## config.mk

```make
export PLATFORM = sky130hd
export DESIGN_NAME = wasca_sdram_arbiter
export DESIGN_NICKNAME = d
export VERILOG_FILES = /design/src/rtl/wasca_arb_pkg.sv /design/src/rtl/wasca_tag_fifo.sv /design/src/rtl/wasca_sdram_arbiter.sv
export SDC_FILE = /design/constraint.sdc
export NUM_CORES = 1
export LEC_CHECK = 0
export BUFFER_PORTS_ARGS = -buffer_cell sky130_fd_sc_hd__buf_2
export CAP_MARGIN = 10
export CORE_ASPECT_RATIO = 0.9
export CORE_MARGIN = 4
export CORE_UTILIZATION = 41
export DETAILED_ROUTE_END_ITERATION = 7
export PLACE_DENSITY = 0.81
export SLEW_MARGIN = 30
export SYNTH_ARGS = -nofsm -noshare
export SYNTH_HDL_FRONTEND = slang
export SYNTH_HIERARCHICAL = 1
export SYNTH_SLANG_ARGS = --single-unit
```

## constraint.sdc

```tcl
create_clock -name clk_clk -period 2.53 [get_ports clk_clk]
set_input_delay 0.506 -clock clk_clk [delete_from_list [all_inputs] [get_ports clk_clk]]
set_output_delay 0.506 -clock clk_clk [all_outputs]
set_load 0.005 [all_outputs]
```

## src/rtl/wasca_arb_pkg.sv

```systemverilog
// Shared types and defaults for the wasca SDRAM arbiter.
// Optional starvation guard is enabled by defining WASCA_ARB_STARVE_GUARD_EN.
package wasca_arb_pkg;

    typedef enum logic {
        PORT_A = 1'b0,
        PORT_C = 1'b1
    } port_id_t;

    localparam int unsigned MAX_PEND_DEF     = 4;
    localparam int unsigned STARVE_LIMIT_DEF = 8;

endpackage

```

## src/rtl/wasca_tag_fifo.sv

```systemverilog
// Synchronous FIFO of port ids recording which requester issued each outstanding read.
// A push while full is accepted only when a pop happens in the same cycle.
module wasca_tag_fifo
    import wasca_arb_pkg::*;
#(
    parameter int unsigned DEPTH = MAX_PEND_DEF
) (
    input  logic     clk_i,
    input  logic     rst_ni,
    input  logic     push_i,
    input  port_id_t tag_i,
    input  logic     pop_i,
    output port_id_t head_o,
    output logic     full_o,
    output logic     empty_o
);

    localparam int unsigned PTR_W = $clog2(DEPTH);

    port_id_t         mem_q [DEPTH];
    port_id_t         mem_d [DEPTH];
    logic [PTR_W-1:0] wr_ptr_q, wr_ptr_d;
    logic [PTR_W-1:0] rd_ptr_q, rd_ptr_d;
    logic [PTR_W:0]   count_q, count_d;
    logic             push_en, pop_en;

    assign full_o  = (count_q == (PTR_W+1)'(DEPTH));
    assign empty_o = (count_q == '0);
    assign head_o  = mem_q[rd_ptr_q];

    assign pop_en  = pop_i & ~empty_o;
    assign push_en = push_i & (~full_o | pop_en);

    always_comb begin
        mem_d    = mem_q;
        wr_ptr_d = wr_ptr_q;
        rd_ptr_d = rd_ptr_q;
        count_d  = count_q;
        if (push_en) begin
            mem_d[wr_ptr_q] = tag_i;
            wr_ptr_d        = wr_ptr_q + 1'b1;
        end
        if (pop_en) begin
            rd_ptr_d = rd_ptr_q + 1'b1;
        end
        unique case ({push_en, pop_en})
            2'b10:   count_d = count_q + 1'b1;
            2'b01:   count_d = count_q - 1'b1;
            default: count_d = count_q;
        endcase
    end

    always_ff @(posedge clk_i or negedge rst_ni) begin
        if (!rst_ni) begin
            for (int i = 0; i < int'(DEPTH); i++) begin
                mem_q[i] <= PORT_A;
            end
            wr_ptr_q <= '0;
            rd_ptr_q <= '0;
            count_q  <= '0;
        end else begin
            mem_q    <= mem_d;
            wr_ptr_q <= wr_ptr_d;
            rd_ptr_q <= rd_ptr_d;
            count_q  <= count_d;
        end
    end

endmodule

```

## src/rtl/wasca_sdram_arbiter.sv

```systemverilog
// Two-port Avalon-MM arbiter in front of the SDRAM controller: port A has fixed priority,
// read data is steered back by tag. WASCA_ARB_STARVE_GUARD_EN adds a forced grant for port C.
module wasca_sdram_arbiter
    import wasca_arb_pkg::*;
#(
    parameter int unsigned ADDR_W   = 25,
    parameter int unsigned DATA_W   = 16,
    parameter int unsigned MAX_PEND = MAX_PEND_DEF
`ifdef WASCA_ARB_STARVE_GUARD_EN
    ,
    parameter int unsigned STARVE_LIMIT = STARVE_LIMIT_DEF
`endif
) (
    input  logic                clk_clk,
    input  logic                reset_reset_n,

    input  logic [ADDR_W-1:0]   a_address,
    input  logic                a_read,
    input  logic                a_write,
    input  logic [DATA_W-1:0]   a_writedata,
    input  logic [DATA_W/8-1:0] a_byteenable,
    output logic                a_waitrequest,
    output logic [DATA_W-1:0]   a_readdata,
    output logic                a_readdatavalid,

    input  logic [ADDR_W-1:0]   c_address,
    input  logic                c_read,
    input  logic                c_write,
    input  logic [DATA_W-1:0]   c_writedata,
    input  logic [DATA_W/8-1:0] c_byteenable,
    output logic                c_waitrequest,
    output logic [DATA_W-1:0]   c_readdata,
    output logic                c_readdatavalid,

    output logic [ADDR_W-1:0]   m_address,
    output logic                m_read,
    output logic                m_write,
    output logic [DATA_W-1:0]   m_writedata,
    output logic [DATA_W/8-1:0] m_byteenable,
    input  logic                m_waitrequest,
    input  logic [DATA_W-1:0]   m_readdata,
    input  logic                m_readdatavalid,

    output logic                err_orphan
);

    port_id_t    owner_q, owner_d;
    port_id_t    head;
    logic        ready_q;
    logic        a_req, c_req, own_read, own_write;
    logic        fifo_full, fifo_empty, rd_block, stalled;
    logic        push, pop, c_accept;
    logic        force_grant, hold_c;
    logic        err_q, err_d;
    logic        a_rdv_q, a_rdv_d, c_rdv_q, c_rdv_d;
    logic [DATA_W-1:0] a_rd_q, a_rd_d, c_rd_q, c_rd_d;

    assign a_req     = a_read | a_write;
    assign c_req     = c_read | c_write;
    assign own_read  = (owner_q == PORT_A) ? a_read : c_read;
    assign own_write = (owner_q == PORT_A) ? a_write : c_write;

    // A return in the same cycle frees a slot, so a read at full may proceed.
    assign rd_block = fifo_full & ~m_readdatavalid;

    assign m_address    = (owner_q == PORT_A) ? a_address : c_address;
    assign m_writedata  = (owner_q == PORT_A) ? a_writedata : c_writedata;
    assign m_byteenable = (owner_q == PORT_A) ? a_byteenable : c_byteenable;
    assign m_read       = ready_q & own_read & ~rd_block;
    assign m_write      = ready_q & own_write;

    assign a_waitrequest = ~ready_q | (owner_q != PORT_A) | m_waitrequest | (a_read & rd_block);
    assign c_waitrequest = ~ready_q | (owner_q != PORT_C) | m_waitrequest | (c_read & rd_block);

    assign stalled  = (m_read | m_write) & m_waitrequest;
    assign push     = m_read & ~m_waitrequest;
    assign pop      = m_readdatavalid & ~fifo_empty;
    assign c_accept = (owner_q == PORT_C) & (m_read | m_write) & ~m_waitrequest;

`ifdef WASCA_ARB_STARVE_GUARD_EN
    localparam int unsigned CNT_W = $clog2(STARVE_LIMIT + 1);

    logic [CNT_W-1:0] starve_q, starve_d;
    logic             forced_q, forced_d;

    assign force_grant = (starve_q == CNT_W'(STARVE_LIMIT)) & c_req & (owner_q != PORT_C);
    // Keep a forced grant until C actually lands one command.
    assign hold_c      = forced_q & (owner_q == PORT_C) & c_req & ~c_accept;

    always_comb begin
        starve_d = starve_q;
        if (owner_q == PORT_C) begin
            starve_d = '0;
        end else if (c_req && (starve_q != CNT_W'(STARVE_LIMIT))) begin
            starve_d = starve_q + 1'b1;
        end
        forced_d = forced_q & (owner_d == PORT_C) & ~c_accept;
        if (!stalled && force_grant) begin
            forced_d = 1'b1;
        end
    end

    always_ff @(posedge clk_clk or negedge reset_reset_n) begin
        if (!reset_reset_n) begin
            starve_q <= '0;
            forced_q <= 1'b0;
        end else begin
            starve_q <= starve_d;
            forced_q <= forced_d;
        end
    end
`else
    assign force_grant = 1'b0;
    assign hold_c      = 1'b0;
`endif

    always_comb begin
        owner_d = owner_q;
        if (!stalled) begin
            if (hold_c || force_grant) begin
                owner_d = PORT_C;
            end else if (a_req) begin
                owner_d = PORT_A;
            end else if (c_req) begin
                owner_d = PORT_C;
            end
        end
    end

    always_comb begin
        err_d   = err_q | (m_readdatavalid & fifo_empty);
        a_rd_d  = a_rd_q;
        c_rd_d  = c_rd_q;
        a_rdv_d = 1'b0;
        c_rdv_d = 1'b0;
        if (pop) begin
            if (head == PORT_A) begin
                a_rd_d  = m_readdata;
                a_rdv_d = 1'b1;
            end else begin
                c_rd_d  = m_readdata;
                c_rdv_d = 1'b1;
            end
        end
    end

    always_ff @(posedge clk_clk or negedge reset_reset_n) begin
        if (!reset_reset_n) begin
            owner_q <= PORT_A;
            ready_q <= 1'b0;
            err_q   <= 1'b0;
            a_rd_q  <= '0;
            c_rd_q  <= '0;
            a_rdv_q <= 1'b0;
            c_rdv_q <= 1'b0;
        end else begin
            owner_q <= owner_d;
            ready_q <= 1'b1;
            err_q   <= err_d;
            a_rd_q  <= a_rd_d;
            c_rd_q  <= c_rd_d;
            a_rdv_q <= a_rdv_d;
            c_rdv_q <= c_rdv_d;
        end
    end

    assign a_readdata      = a_rd_q;
    assign a_readdatavalid = a_rdv_q;
    assign c_readdata      = c_rd_q;
    assign c_readdatavalid = c_rdv_q;
    assign err_orphan      = err_q;

    wasca_tag_fifo #(
        .DEPTH (MAX_PEND)
    ) u_tag_fifo (
        .clk_i   (clk_clk),
        .rst_ni  (reset_reset_n),
        .push_i  (push),
        .tag_i   (owner_q),
        .pop_i   (m_readdatavalid),
        .head_o  (head),
        .full_o  (fifo_full),
        .empty_o (fifo_empty)
    );

endmodule

```

==> metrics.yaml <==
grtUsageTotal_pct: 20.5
synthCells: 226
cts.reportedPaths.clkPinSlew_ns: 0.09
overflow: 0
cts_root_buf: "clkbuf_8"
antenna_left: 0
max_freq_ghz: 0.426
cts_setup_buffers: 0
die_width_um: 92.7
synth_commonest_cells: "nand2_1, mux2_2, dfrtp_1"
syn_nets: 342
power_density_mw_per_mm2: 924
cpMostUsedCell: "inv_1"
synth_warnings: 6
cts.sinks: 48
slew_headroom_pct: 60.9
setup_viol: 0
die-height_um: 84.2
rsz0062_at_grt: "no"
drtIter0Drc: 76
cts_tree: "done"
startpoint: "u_tag_fifo/count_q[0]"
period_needed_ns: 2.35
cts_buffer_depth: 2
cp_num_buf_inv: 2
grt_pass1_vias: 2571
worst_path_max_delay_cell: "dfrtp_1"
slew_violations: 0
ys_types: 35
stdcell_area_mm2: 0.00381
cp_max_fo: 5
hold_ws_ns: 0.148
synth_edf_count: 0
ys_seq_elements: 48
gp_congestion: 0.767
h-tree-depth: 2
grt_max_degree: 52
synthFlopType: "dfrtp_1"
max-cap-violations: 0
endpoint_kind: "flip-flop"
wl_per_cell_um: 15.6
synth.avg_cell_area_um2: 11.7
hold_violations: 0
cellLeakagePower_uw: 0.00206
start_util_pct: 42.8
rows: 27
fillers: 542
critical_path_class: "flip-flop to flip-flop"
port_buffers: 191
status: "completed"
grt_pass1_wl_um: 12900
min_path_type: "primary input to asynchronous set/reset pin"
synth_top_area_cell: "dfrtp_1"
syn_area_mm2: 0.00265
slowest_delay_ns: 0.47
numCtsBuffers: 5
yosysTopAreaCellShare_pct: 45.4
cp.arrival_ns: 2.54
first_pass_iters: 4
die_area_mm2: 0.00780
fin_util_pct: 61.6
placed_area_mm2: 0.00370
antenna_found_initial: 0
crit_required_ns: 2.73
period_share_pct: 92.7
synth.most_common_cell: "nand2_1"
ys_seq_area_share_pct: 45.4
vias: 2367
synth_top_cells_by_area: "dfrtp_1, mux2_2, nand2_1"
setup_tns_ns: 0
rr_startpoint: "u_tag_fifo/count_q[0]"
drive_gt1_share_pct: 64.3
diodes: 0
drc_errors: 0
start_kind: "flip-flop"
crit_chain: "inv_1 -> and3_1 -> nand2b_1 -> nand2_1 -> nor2_1 -> nand2b_4 -> ha_1 -> inv_1 -> fa_1 -> mux2i_1"
syn_to_final_growth_pct: 44.0
core_mm2: 0.00618
async_reset_ff_share_pct: 100
clk_latency_ns: 0.30
path_delay_family: "simple AND/OR/NAND/NOR gates"
ir_drop_v: 0.000422
place_hpwl_um: 6720
drt-total-wl_um: 7950
boundaryPins: 192
fin_skew_ns: 0.00956
cts_resized: 0
layout.nets: 538
holdBufCountCts: 0
via_per_inst: 4.64
max_slew.worst_pin.slew_ns: 0.586
## cell families after synthesis
family | Yosys count | synth area share, %
multiplexers | 68 | 30.7
AO/OA/AOI/OAI | 8 | 2.27
other | 1 | 0.142
buffers and inverters | 15 | 3.03
AND/OR/NAND/NOR | 74 | 13.3
XOR/XNOR | 6 | 1.99
flip-flops | 48 | 45.4
adder cells (fa/ha/maj) | 6 | 3.12
## flip-flops by register name, summed over array words and instances (netlist names), 2 cells and up
signal               flops
a_readdata              16
c_readdata              16
u_tag_fifo/rd_ptr_q      2
u_tag_fifo/count_q       3
u_tag_fifo/wr_ptr_q      2
u_tag_fifo/mem_q         4
## through the flow
step	power (uW)	instances	worst slack, ns
4_1_cts	3570	510	0.194
6_report	3520	510	0.184
2_1_floorplan	2350	226	0.417
5_1_grt	3800	510	0.0269
3_3_place_gp	2940	502	0.269
3_5_place_dp	3020	502	0.189
## layout make-up
type / instances / area [um^2] / share of cell area (%)
repair buffers: 197 / 1000 / 26.3
well taps: 87 / 109 / 2.86
multi-input cells: 163 / 1360 / 35.8
flip-flops and latches: 48 / 1200 / 31.6
inverters: 7 / 26.3 / 0.690
clock inverters: 2 / 35.0 / 0.920
clock buffers: 6 / 72.6 / 1.90
## layer usage
layer	global-route usage (%)	wire, um	part of all wire (%)	vias to the layer above
met1	24.9	3120	39	1129
met5	0	0	0	-
met3	3.94	446	5.6	8
met4	5.33	135	1.7	0
li1	-	-	-	1160
met2	37.2	4250	53	70
## placed cells by master (no fill, tap or decap), types with 2 or more instances in the layout
cell type / instances
buf_4: 6
inv_1: 6
nand2b_1: 2
a211o_1: 2
mux2_2: 51
dfrtp_1: 47
nor2_1: 6
mux2_1: 4
a21oi_1: 2
mux2_4: 10
xnor2_1: 3
xor2_1: 3
nand2_1: 55
mux2i_1: 2
clkbuf_8: 5
and3_1: 2
buf_2: 191
ha_1: 5
## worst register-to-register path, delay by kind of cell, from the launching register on
| kind | cells | cell delay [ns] |
|---|---|---|
| simple gates | 5 | 0.72 |
| buf+inv | 2 | 0.20 |
| flops | 1 | 0.47 |
| fa+ha+maj | 2 | 0.67 |
| mux | 1 | 0.20 |
## path summary, 6_finish.rpt
path                                               to  slack, ns  cells past startpoint
worst max register to register  u_tag_fifo/count_q[1]       0.18                     10
worst max-delay path            u_tag_fifo/count_q[1]       0.18                     10
worst min-delay path                    c_readdata[0]       0.15                      1
min in group clk_clk                    c_readdata[3]       0.41                      3
max in group asynchronous               c_readdata[6]       1.56                      3
worst min register to register             err_orphan       0.46                      1
## power breakdown
part           total [uW]  leakage (uW)  internal [uW]  switching (uW)
combinational        1620       0.00143            887             733
sequential           1370      0.000580           1130             237
clock                 532     0.0000552            293             239
total                3520       0.00206           2310            1210
No activity file was read; power rests on OpenSTA's default activity.
